[src/rtl/ddr2_crc_pkg.sv]
// rtl/ddr2_crc_pkg.sv - shared types and constants for the command CRC/replay front-end
package ddr2_crc_pkg;

  typedef enum logic {
    ST_RUN   = 1'b0,
    ST_DRAIN = 1'b1
  } state_t;

  localparam int CRC_W8 = 8;
  localparam logic [7:0] POLY_CRC8 = 8'h07;

  localparam int CMD_W = 3;
  localparam int SZ_W  = 2;

  // Replay entry packs {retries, crc, sz, cmd, addr} with addr in the low bits.
  localparam int ADDR_LSB = 0;

  function automatic int cmd_lsb(input int aw);
    return aw;
  endfunction

  function automatic int sz_lsb(input int aw);
    return aw + CMD_W;
  endfunction

  function automatic int crc_lsb(input int aw);
    return aw + CMD_W + SZ_W;
  endfunction

  function automatic int retries_lsb(input int aw, input int cw);
    return aw + CMD_W + SZ_W + cw;
  endfunction

endpackage

[src/rtl/ddr2_cmd_crc_retry_if.sv]
// rtl/ddr2_cmd_crc_retry_if.sv - host, issue and feedback handshake bundle
interface ddr2_cmd_crc_retry_if #(
  parameter int ADDR_WIDTH = 25,
  parameter int CRC_W      = 8
);
  import ddr2_crc_pkg::*;

  logic [CMD_W-1:0]      host_cmd;
  logic [SZ_W-1:0]       host_sz;
  logic [ADDR_WIDTH-1:0] host_addr;
  logic                  host_cmd_put;
  logic                  host_ready;

  logic [CMD_W-1:0]      ctrl_cmd;
  logic [SZ_W-1:0]       ctrl_sz;
  logic [ADDR_WIDTH-1:0] ctrl_addr;
  logic [CRC_W-1:0]      ctrl_crc;
  logic                  ctrl_cmd_put;
  logic                  ctrl_ready;

  logic                  fb_valid;
  logic                  fb_err;

  modport master (
    output host_cmd, host_sz, host_addr, host_cmd_put, ctrl_ready, fb_valid, fb_err,
    input  host_ready, ctrl_cmd, ctrl_sz, ctrl_addr, ctrl_crc, ctrl_cmd_put
  );

  modport slave (
    input  host_cmd, host_sz, host_addr, host_cmd_put, ctrl_ready, fb_valid, fb_err,
    output host_ready, ctrl_cmd, ctrl_sz, ctrl_addr, ctrl_crc, ctrl_cmd_put
  );

endinterface

[src/rtl/ddr2_crc_gen.sv]
// rtl/ddr2_crc_gen.sv - combinational MSB-first CRC, bitwise LFSR fully unrolled
module ddr2_crc_gen
  import ddr2_crc_pkg::*;
#(
  parameter int               DATA_W   = 30,
  parameter int               CRC_W    = CRC_W8,
  parameter logic [CRC_W-1:0] CRC_POLY = POLY_CRC8,
  parameter logic [CRC_W-1:0] CRC_INIT = '0
) (
  input  logic [DATA_W-1:0] data,
  output logic [CRC_W-1:0]  crc
);

  always_comb begin
    crc = CRC_INIT;
    for (int i = DATA_W - 1; i >= 0; i--) begin
      if (crc[CRC_W-1] ^ data[i]) crc = (crc << 1) ^ CRC_POLY;
      else                        crc = crc << 1;
    end
  end

endmodule

[src/rtl/ddr2_cmd_crc_retry.sv]
// rtl/ddr2_cmd_crc_retry.sv - command CRC tagging with go-back-N replay buffer
module ddr2_cmd_crc_retry
  import ddr2_crc_pkg::*;
#(
  parameter int               ADDR_WIDTH = 25,
  parameter int               DEPTH      = 8,
  parameter int               CRC_W      = CRC_W8,
  parameter logic [CRC_W-1:0] CRC_POLY   = POLY_CRC8,
  parameter logic [CRC_W-1:0] CRC_INIT   = '0,
  parameter int               MAX_RETRY  = 3
) (
  input  logic                  clk,
  input  logic                  reset,
  ddr2_cmd_crc_retry_if.slave   bus,
  output logic [15:0]           retry_total,
  output logic                  fatal_err,
  output logic [ADDR_WIDTH-1:0] fatal_addr,
  output logic                  proto_err
);

  localparam int IDX_W     = $clog2(DEPTH);
  localparam int PTR_W     = IDX_W + 1;
  localparam int RETRY_W   = $clog2(MAX_RETRY + 1);
  localparam int DATA_W    = CMD_W + SZ_W + ADDR_WIDTH;
  localparam int CMD_LSB   = cmd_lsb(ADDR_WIDTH);
  localparam int SZ_LSB    = sz_lsb(ADDR_WIDTH);
  localparam int CRC_LSB   = crc_lsb(ADDR_WIDTH);
  localparam int RETRY_LSB = retries_lsb(ADDR_WIDTH, CRC_W);
  localparam int ENTRY_W   = RETRY_LSB + RETRY_W;

  logic [ENTRY_W-1:0] mem [DEPTH];

  state_t                state, state_n;
  logic [PTR_W-1:0]      wr_ptr, iss_ptr, ack_ptr, drain_cnt;
  logic [PTR_W-1:0]      wr_n, iss_n, ack_n, drain_n;
  logic [15:0]           retry_total_n;
  logic                  fatal_err_n, proto_err_n;
  logic [ADDR_WIDTH-1:0] fatal_addr_n;

  logic [PTR_W-1:0]      used, inflight, pending;
  logic [IDX_W-1:0]      wr_idx, iss_idx, ack_idx;
  logic [CRC_W-1:0]      host_crc;
  logic [RETRY_W-1:0]    ack_retries;
  logic [ADDR_WIDTH-1:0] ack_addr;
  logic                  do_write, xfer, can_retry, rewind;

  ddr2_crc_gen #(
    .DATA_W   (DATA_W),
    .CRC_W    (CRC_W),
    .CRC_POLY (CRC_POLY),
    .CRC_INIT (CRC_INIT)
  ) u_crc (
    .data ({bus.host_cmd, bus.host_sz, bus.host_addr}),
    .crc  (host_crc)
  );

  assign used     = wr_ptr - ack_ptr;
  assign inflight = iss_ptr - ack_ptr;
  assign pending  = wr_ptr - iss_ptr;
  assign wr_idx   = wr_ptr[IDX_W-1:0];
  assign iss_idx  = iss_ptr[IDX_W-1:0];
  assign ack_idx  = ack_ptr[IDX_W-1:0];

  assign ack_retries = mem[ack_idx][RETRY_LSB +: RETRY_W];
  assign ack_addr    = mem[ack_idx][ADDR_LSB +: ADDR_WIDTH];
  assign can_retry   = ack_retries < RETRY_W'(MAX_RETRY);

  assign bus.host_ready = (used != PTR_W'(DEPTH));
  assign do_write       = bus.host_cmd_put & bus.host_ready;

  // A replay rewinds iss this cycle, so any issue that would collide is withheld.
  assign rewind = (state == ST_RUN) & bus.fb_valid & bus.fb_err & (inflight != '0) & can_retry;

  assign bus.ctrl_cmd_put = (state == ST_RUN) & (pending != '0) & ~rewind;
  assign bus.ctrl_cmd     = mem[iss_idx][CMD_LSB +: CMD_W];
  assign bus.ctrl_sz      = mem[iss_idx][SZ_LSB +: SZ_W];
  assign bus.ctrl_addr    = mem[iss_idx][ADDR_LSB +: ADDR_WIDTH];
  assign bus.ctrl_crc     = mem[iss_idx][CRC_LSB +: CRC_W];
  assign xfer             = bus.ctrl_cmd_put & bus.ctrl_ready;

  always_comb begin
    state_n       = state;
    wr_n          = wr_ptr;
    iss_n         = iss_ptr;
    ack_n         = ack_ptr;
    drain_n       = drain_cnt;
    retry_total_n = retry_total;
    fatal_err_n   = fatal_err;
    fatal_addr_n  = fatal_addr;
    proto_err_n   = proto_err;

    if (do_write) wr_n = wr_ptr + PTR_W'(1);
    if (bus.host_cmd_put && !bus.host_ready) proto_err_n = 1'b1;
    if (xfer) iss_n = iss_ptr + PTR_W'(1);

    case (state)
      ST_RUN: begin
        if (bus.fb_valid) begin
          if (inflight == '0) begin
            proto_err_n = 1'b1;
          end else if (!bus.fb_err) begin
            ack_n = ack_ptr + PTR_W'(1);
          end else if (can_retry) begin
            if (retry_total != 16'hFFFF) retry_total_n = retry_total + 16'd1;
            if (inflight == PTR_W'(1)) begin
              iss_n = ack_ptr;
            end else begin
              drain_n = inflight - PTR_W'(1);
              state_n = ST_DRAIN;
            end
          end else begin
            ack_n       = ack_ptr + PTR_W'(1);
            fatal_err_n = 1'b1;
            if (!fatal_err) fatal_addr_n = ack_addr;
          end
        end
      end
      ST_DRAIN: begin
        // Feedback for commands issued after the failed one is stale; count it off.
        if (bus.fb_valid) begin
          if (drain_cnt == PTR_W'(1)) begin
            drain_n = '0;
            iss_n   = ack_ptr;
            state_n = ST_RUN;
          end else begin
            drain_n = drain_cnt - PTR_W'(1);
          end
        end
      end
    endcase
  end

  always_ff @(posedge clk or posedge reset) begin
    if (reset) begin
      state       <= ST_RUN;
      wr_ptr      <= '0;
      iss_ptr     <= '0;
      ack_ptr     <= '0;
      drain_cnt   <= '0;
      retry_total <= '0;
      fatal_err   <= 1'b0;
      fatal_addr  <= '0;
      proto_err   <= 1'b0;
    end else begin
      state       <= state_n;
      wr_ptr      <= wr_n;
      iss_ptr     <= iss_n;
      ack_ptr     <= ack_n;
      drain_cnt   <= drain_n;
      retry_total <= retry_total_n;
      fatal_err   <= fatal_err_n;
      fatal_addr  <= fatal_addr_n;
      proto_err   <= proto_err_n;
    end
  end

  // wr and ack slots never coincide while a retry is possible (used is neither 0 nor full).
  always_ff @(posedge clk) begin
    if (do_write) mem[wr_idx] <= {RETRY_W'(0), host_crc, bus.host_sz, bus.host_cmd, bus.host_addr};
    if (rewind)   mem[ack_idx][RETRY_LSB +: RETRY_W] <= ack_retries + RETRY_W'(1);
  end

endmodule

[src/flat_wrapper.sv]
// flat-port wrapper written by rule: the top's interface ports become plain ports
module ddr2_cmd_crc_retry_flat import ddr2_crc_pkg::*;
#(
  parameter int               ADDR_WIDTH = 25,
  parameter int               DEPTH      = 8,
  parameter int               CRC_W      = CRC_W8,
  parameter logic [CRC_W-1:0] CRC_POLY   = POLY_CRC8,
  parameter logic [CRC_W-1:0] CRC_INIT   = '0,
  parameter int               MAX_RETRY  = 3
)
  (clk, reset, retry_total, fatal_err, fatal_addr, proto_err, bus_host_cmd, bus_host_sz, bus_host_addr, bus_host_cmd_put, bus_ctrl_ready, bus_fb_valid, bus_fb_err, bus_host_ready, bus_ctrl_cmd, bus_ctrl_sz, bus_ctrl_addr, bus_ctrl_crc, bus_ctrl_cmd_put);
  ddr2_cmd_crc_retry_if #(.ADDR_WIDTH(ADDR_WIDTH), .CRC_W(CRC_W)) bus_i ();
  input  logic clk;
  input  logic reset;
  output logic [15:0] retry_total;
  output logic fatal_err;
  output logic [ADDR_WIDTH-1:0] fatal_addr;
  output logic proto_err;
  input wire logic [$bits(bus_i.host_cmd)-1:0] bus_host_cmd;
  input wire logic [$bits(bus_i.host_sz)-1:0] bus_host_sz;
  input wire logic [$bits(bus_i.host_addr)-1:0] bus_host_addr;
  input wire logic [$bits(bus_i.host_cmd_put)-1:0] bus_host_cmd_put;
  input wire logic [$bits(bus_i.ctrl_ready)-1:0] bus_ctrl_ready;
  input wire logic [$bits(bus_i.fb_valid)-1:0] bus_fb_valid;
  input wire logic [$bits(bus_i.fb_err)-1:0] bus_fb_err;
  output wire logic [$bits(bus_i.host_ready)-1:0] bus_host_ready;
  output wire logic [$bits(bus_i.ctrl_cmd)-1:0] bus_ctrl_cmd;
  output wire logic [$bits(bus_i.ctrl_sz)-1:0] bus_ctrl_sz;
  output wire logic [$bits(bus_i.ctrl_addr)-1:0] bus_ctrl_addr;
  output wire logic [$bits(bus_i.ctrl_crc)-1:0] bus_ctrl_crc;
  output wire logic [$bits(bus_i.ctrl_cmd_put)-1:0] bus_ctrl_cmd_put;
  assign bus_i.host_cmd = bus_host_cmd;
  assign bus_i.host_sz = bus_host_sz;
  assign bus_i.host_addr = bus_host_addr;
  assign bus_i.host_cmd_put = bus_host_cmd_put;
  assign bus_i.ctrl_ready = bus_ctrl_ready;
  assign bus_i.fb_valid = bus_fb_valid;
  assign bus_i.fb_err = bus_fb_err;
  assign bus_host_ready = bus_i.host_ready;
  assign bus_ctrl_cmd = bus_i.ctrl_cmd;
  assign bus_ctrl_sz = bus_i.ctrl_sz;
  assign bus_ctrl_addr = bus_i.ctrl_addr;
  assign bus_ctrl_crc = bus_i.ctrl_crc;
  assign bus_ctrl_cmd_put = bus_i.ctrl_cmd_put;
  ddr2_cmd_crc_retry #(.ADDR_WIDTH(ADDR_WIDTH), .DEPTH(DEPTH), .CRC_W(CRC_W), .CRC_POLY(CRC_POLY), .CRC_INIT(CRC_INIT), .MAX_RETRY(MAX_RETRY)) u_core (.clk(clk), .reset(reset), .bus(bus_i), .retry_total(retry_total), .fatal_err(fatal_err), .fatal_addr(fatal_addr), .proto_err(proto_err));
endmodule
[config.mk]
export PLATFORM = sky130hd
export DESIGN_NAME = ddr2_cmd_crc_retry_flat
export DESIGN_NICKNAME = d
export VERILOG_FILES = /design/src/rtl/ddr2_crc_pkg.sv /design/src/rtl/ddr2_cmd_crc_retry_if.sv /design/src/rtl/ddr2_crc_gen.sv /design/src/rtl/ddr2_cmd_crc_retry.sv /design/src/flat_wrapper.sv
export SDC_FILE = /design/constraint.sdc
export NUM_CORES = 1
export LEC_CHECK = 0
export CAP_MARGIN = 20
export CORE_MARGIN = 10
export CORE_UTILIZATION = 45
export CTS_BUF_LIST = sky130_fd_sc_hd__clkbuf_2
export DETAILED_ROUTE_END_ITERATION = 8
export GPL_TIMING_DRIVEN = 0
export PLACE_DENSITY_LB_ADDON = 0.12
export SLEW_MARGIN = 20
export SYNTH_ARGS = -nofsm -noshare
export SYNTH_HDL_FRONTEND = slang
export SYNTH_SLANG_ARGS = --single-unit
[constraint.sdc]
create_clock -name clk -period 10.55 [get_ports clk]
set_clock_uncertainty 0.1 [all_clocks]
set_input_delay 2.11 -clock clk [delete_from_list [all_inputs] [get_ports clk]]
set_output_delay 2.11 -clock clk [all_outputs]
set_load 0.1 [all_outputs]
-- Word-level counts from Yosys, hierarchy flattened
Memories as Yosys holds them, arrays and structs flattened.
Cells that the tools add are included.
- bits in registers: 60
- memory bits (writable): 320
- memories: 1
- add/sub/neg operators: 10
- $lt $le $gt $ge: 1
- equal/unequal tests: 11
- muxes and demuxes: 65
- bitwise logic cells: 71
- reduce and logical (&&, ||, !) cells: 10
- memories (memory ; words ; bits a word ; rd ports ; clocked after Yosys merged registers in ; write ports ; RTL line ; RTL):
    u_core.mem ; 8 ; 40 ; 2 ; 0 ; 2 ; ddr2_cmd_crc_retry.sv:31 ; logic [ENTRY_W-1:0] mem [DEPTH];
- operator list (cell ; number):
    2-to-1 mux 3 bit ; 30
    NOT 3 bit ; 29
    2-to-1 mux 4 bit ; 17
    XOR 1 bit ; 24
    AND reduction 6 bit ; 3
    adder 16 x 1 -> 16 bit (second input constant) ; 1
    != test 16 bit (second input constant) ; 1
    case mux 4 bit (2 select lines) ; 2
    2-to-1 mux 1 bit ; 15
    adder 4 x 1 -> 4 bit (second input constant) ; 3
    != test 2 bit (second input constant) ; 6
    subtractor 4 bit ; 3
    bitwise AND 1 bit ; 8
    == test 4 x 1 -> 1 bit (second input constant) ; 2
    nonzero test 4 bit ; 2
    subtractor 4 x 1 -> 4 bit (second input constant) ; 2
    NOT 1 bit ; 5
    AND reduction 5 bit ; 1
    XOR 1 bit (first input constant) ; 5
    logical NOT 4 bit ; 1
    != test 4 bit (second input constant) ; 1
    AND reduction 4 bit ; 1
    adder 2 x 1 -> 2 bit (second input constant) ; 1
    < comparator 2 bit (second input constant) ; 1
    4 further kinds ; 4

-- Longest topological paths before layout
- depth in word-level cells: 59
- gate-level depth with buffers: 14
- depth with buffers taken out: 10

-- Hierarchy
From an unflattened synthesis, not the netlist that was laid out.
- cell total of the unflattened synthesis: 1104
- area, all modules: 17230.3 um^2
- by module, submodules not included (module ; instances ; cells an instance ; area an instance (um^2)):
    ddr2_cmd_crc_retry ; 1 ; 1038 ; 16354.4
    ddr2_crc_gen ; 1 ; 66 ; 875.8

-- Worst setup path before layout
Ideal clock, no wire load.
- kind: in2reg
- start point: in bus_host_cmd_put
- end point: mem u_core.mem[1][38] in the netlist's numbering (enable)
- arrival time: 5.548 ns
- slack: 4.587 ns
- stages on the path: 4
- buffers on the path: 0
- cell sequence: o41a_1 -> nand2_1 -> nor3_1 -> o21bai_1
- RTL lines (item ; RTL line ; RTL):
    from (decl) ; flat_wrapper.sv:22 ; input wire logic [$bits(bus_i.host_cmd_put)-1:0] bus_host_cmd_put;
    to (decl) ; ddr2_cmd_crc_retry.sv:31 ;

-- Worst setup path in the final report
- start point: reg u_core.ack_ptr[0]
- end point: out bus_ctrl_cmd_put
- longest elaborated chain between the ends: 6
- ends and longest elaborated chain (item ; RTL line ; RTL):
    from (decl) ; ddr2_cmd_crc_retry.sv:34 ; logic [PTR_W-1:0] wr_ptr, iss_ptr, ack_ptr, drain_cnt;
    from (signal assigned) ; ddr2_cmd_crc_retry.sv:148 ; ack_ptr <= ack_n;
    subtractor 4 bit ; ddr2_cmd_crc_retry.sv:58 ; assign inflight = iss_ptr - ack_ptr;
    nonzero test 4 bit ; ddr2_cmd_crc_retry.sv:72 ; assign rewind = (state == ST_RUN) & bus.fb_valid & bus.fb_err & (inflight != '0) & can_retry;
    bitwise AND 1 bit ; ddr2_cmd_crc_retry.sv:72 ;
    bitwise AND 1 bit * ; ddr2_cmd_crc_retry.sv:72 ;
    NOT 1 bit * ; ddr2_cmd_crc_retry.sv:74 ; assign bus.ctrl_cmd_put = (state == ST_RUN) & (pending != '0) & ~rewind;
    bitwise AND 1 bit * ; ddr2_cmd_crc_retry.sv:74 ;
    to (decl) ; flat_wrapper.sv:31 ; output wire logic [$bits(bus_i.ctrl_cmd_put)-1:0] bus_ctrl_cmd_put;
Every way passes the cells marked *; elsewhere a longest branch is shown, timed or not.

==> summary.md <==
| Metric | Value |
|---|---|
| Status | `complete, no violations` |
| # Post-CTS Setup Buffers | `0` |
| Crit Path Category | `reg -> out` |
| DR pass1 iterations | `6` |
| Met3 wire length | `roughly 4300 um` |
| Number of flops mapped to enable cells by yosys | `320` |
| Fraction of post-synthesis cell area in the top cell type by area | `0.561` |
| Count of hold-fix buffers inserted at cts | `0` |
| Final period util | `0.786` |
| Worst slew pin tran | `~1.2 ns` |
| Max_cap viols | `0` |
| Fmax | `around 120 MHz` |
| Cell mode on critical path | `clkbuf_1` |
| Cell Rows | `71` |
| Synth warn | `0` |
| Layout area overhead | `18.6%` |
| Met1 wire length | `about 20000 um` |
| DRC | `0` |
| Core Region | `between 30000 and 40000 um2` |
| Area leader, netlist | `edfxtp_1` |
| Syn Area/Cell | `~15 um2` |
| Root buffer cell | `clkbuf_2` |
| Starting DRT DRC Count | `about 1.2k` |
| Tmin final | `around 8.3 ns` |
| Antenna violations before repair | `3` |
| Vias per inst | `~5.8` |
| Cell Area, Synth | `between 15000 and 20000 um2` |
| Clock Latency Late Sink | `around 1.0 ns` |
| Routed wire per std cell | `around 26 um` |
| Initial Util | `0.456` |
| Startpoint types | `flip-flop` |
| I/O pin count | `119` |
| Fill count | `approximately 3.2k` |
| Worst Setup End Kind | `primary output` |
| Max stage delay on crit path | `approximately 1.2 ns` |
| Die Area | `approximately 46000 um2` |
| CP top delay family | `buffers and inverters` |
| Endpoints failing hold | `0` |
| #FFs+latches synth | `380` |
| Worst setup slack after placement | `about 3.3 ns` |
| CP Buf/Inv Count | `4` |
| Hpwl dp | `about 34000 um` |
| Synth unique cells | `58` |
| Largest net degree at the start of global routing | `52` |
| Die H | `about 220 um` |
| CTS tree | `yes` |
| # H-tree levels | `3` |
| Fin nets | `1410` |
| Register area | `approximately 11000 um2` |
| Total CTS buffers | `a little under 100` |
| CTS max path bufs | `3` |
| Primary FF master, synth | `edfxtp_1` |
| Worst-path fanout max | `10` |
| Max Slew Vio Count | `0` |
| Port Buf Inserts | `approximately 120` |
| Share of cells above drive strength 1 | `0.217` |
| Ys async rst share | `0.158` |
| Top layer in use | `met5` |
| Req. time, crit path | `8.34 ns` |
| GPL Wtd Cong | `~0.82` |
| Total wire length | `between 40000 and 50000 um` |
| Synth Instances | `approximately 1.1k` |
| Vias in the first global route | `roughly 12k` |
| First-pass GRT wire length | `around 74000 um` |
| Final setup margin | `2.26 ns` |
| Total GRT Usage | `0.214` |
| Rel. slew slack | `0.226` |
| Final setup fails | `0` |
| Final TNS setup | `0 ns` |
| Synth Net Count | `1165` |
| Area occupied by multi-input gates | `between 5000 and 6000 um2` |
| Top post-synthesis cells by area | `edfxtp_1, mux4_2, dfrtp_1, xnor2_1, nand2_1` |
| Clk pin slew, worst setup/hold paths | `roughly 0.1 ns` |
| Most instantiated cells after synthesis | `edfxtp_1, nand2_1, mux4_2, xnor2_1, dfrtp_1` |
| Die Wd | `215 um` |
| Cells along the critical path | `clkbuf_1 > and3_1 > clkbuf_1 > clkbuf_1 > a22oi_1 > nand4_1 > ha_1 > nor2b_1 > nand2_1 > and3b_1 > clkdlybuf4s50_1` |
| Met2 WL | `about 24000 um` |
| Slowest-stage cell, CP | `clkdlybuf4s50_1` |
| Sequential fraction of the synthesis area | `0.649` |
| Most frequent cell after synthesis | `edfxtp_1` |
| RSZ-0062 raised after global routing | `false` |
| Via count | `roughly 11k` |
| Min-delay worst type | `reg -> reg` |
| # clock sinks | `380` |
| CTS resizes | `0` |
| Global route overflow | `0` |
| Remaining antenna violation count after routing | `0` |
| Crit path DAT | `a little over 6 ns` |
## metrics by stage
step                std cells  utilization  hold WS (ns)  cell area [um2]
floorplan                1110            -         0.410            17100
global placement         1739        0.504         0.361            18900
detailed placement       1767        0.517         0.367            19400
CTS                      1939        0.540         0.390            20300
global route             1940        0.540         0.403            20300
finish                   1940        0.540         0.384            20300
## worst paths after layout
kind | cells after the start | endpoint | slack, ns | start
worst max register to register | 12 | u_core.iss_ptr[3] | 5.51 | u_core.ack_ptr[0]
worst min-delay path | 1 | u_core.fatal_addr[10] | 0.38 | u_core.fatal_addr[10]
min in group asynchronous | 2 | u_core.fatal_addr[22] | 1.24 | reset
worst max-delay path | 11 | bus_ctrl_cmd_put | 2.26 | u_core.ack_ptr[0]
worst min register to register | 1 | u_core.fatal_addr[10] | 0.38 | u_core.fatal_addr[10]
max in group asynchronous | 3 | u_core.ack_ptr[2] | 8.48 | reset
## final cells by class
class / count / share of cell area
clock buffer: 142 / 0.0350
antenna: 1 / 0.000123
tap: 511 / 0.0315
buffer: 62 / 0.0124
timing repair buffer: 146 / 0.0791
clock inverter: 30 / 0.00746
inverter: 18 / 0.00345
sequential: 380 / 0.547
multi-input combinational: 650 / 0.284
## cell families after synthesis
kind of cell	Yosys count	synth area share
simple gates	246	0.0628
xor+xnor	103	0.0560
fa+ha+maj	19	0.0143
compound gates	178	0.0781
flops	380	0.649
buf+inv	80	0.0185
mux	104	0.121
## cells in the final DEF, fill, tap and decap left out, types with 7 or more instances in the layout
master,count
a21o_1,17
dfrtp_1,60
a21oi_1,11
nor2_1,29
o22ai_1,13
clkinv_1,22
a22oi_1,48
nand3_1,17
buf_2,13
inv_1,16
xnor2_1,73
nor2b_1,7
a221oi_1,26
mux4_2,81
nand2_1,146
ha_1,18
mux2_2,16
a31oi_1,19
clkbuf_2,144
buf_12,8
a22o_1,17
buf_4,11
clkdlybuf4s50_1,118
edfxtp_1,320
clkbuf_1,41
xor2_1,25
## flip-flops by register name (all words and copies together), names as in the netlist
| register | cells |
|---|---|
| u_core.drain_cnt | 4 |
| u_core.ack_ptr | 4 |
| u_core.proto_err | 1 |
| u_core.mem | 320 |
| u_core.wr_ptr | 4 |
| u_core.iss_ptr | 4 |
| u_core.fatal_addr | 25 |
| u_core.fatal_err | 1 |
| u_core.state | 1 |
| u_core.retry_total | 16 |
## routing by layer
metal  GRT usage  vias up
li1            -     4911
met1       0.277     5663
met2       0.343      548
met3      0.0565       89
met4      0.0718        4
met5           0        -
Power is not shown: default switching activity piles up to over one toggle a cycle in this logic, so the estimate is an artifact.
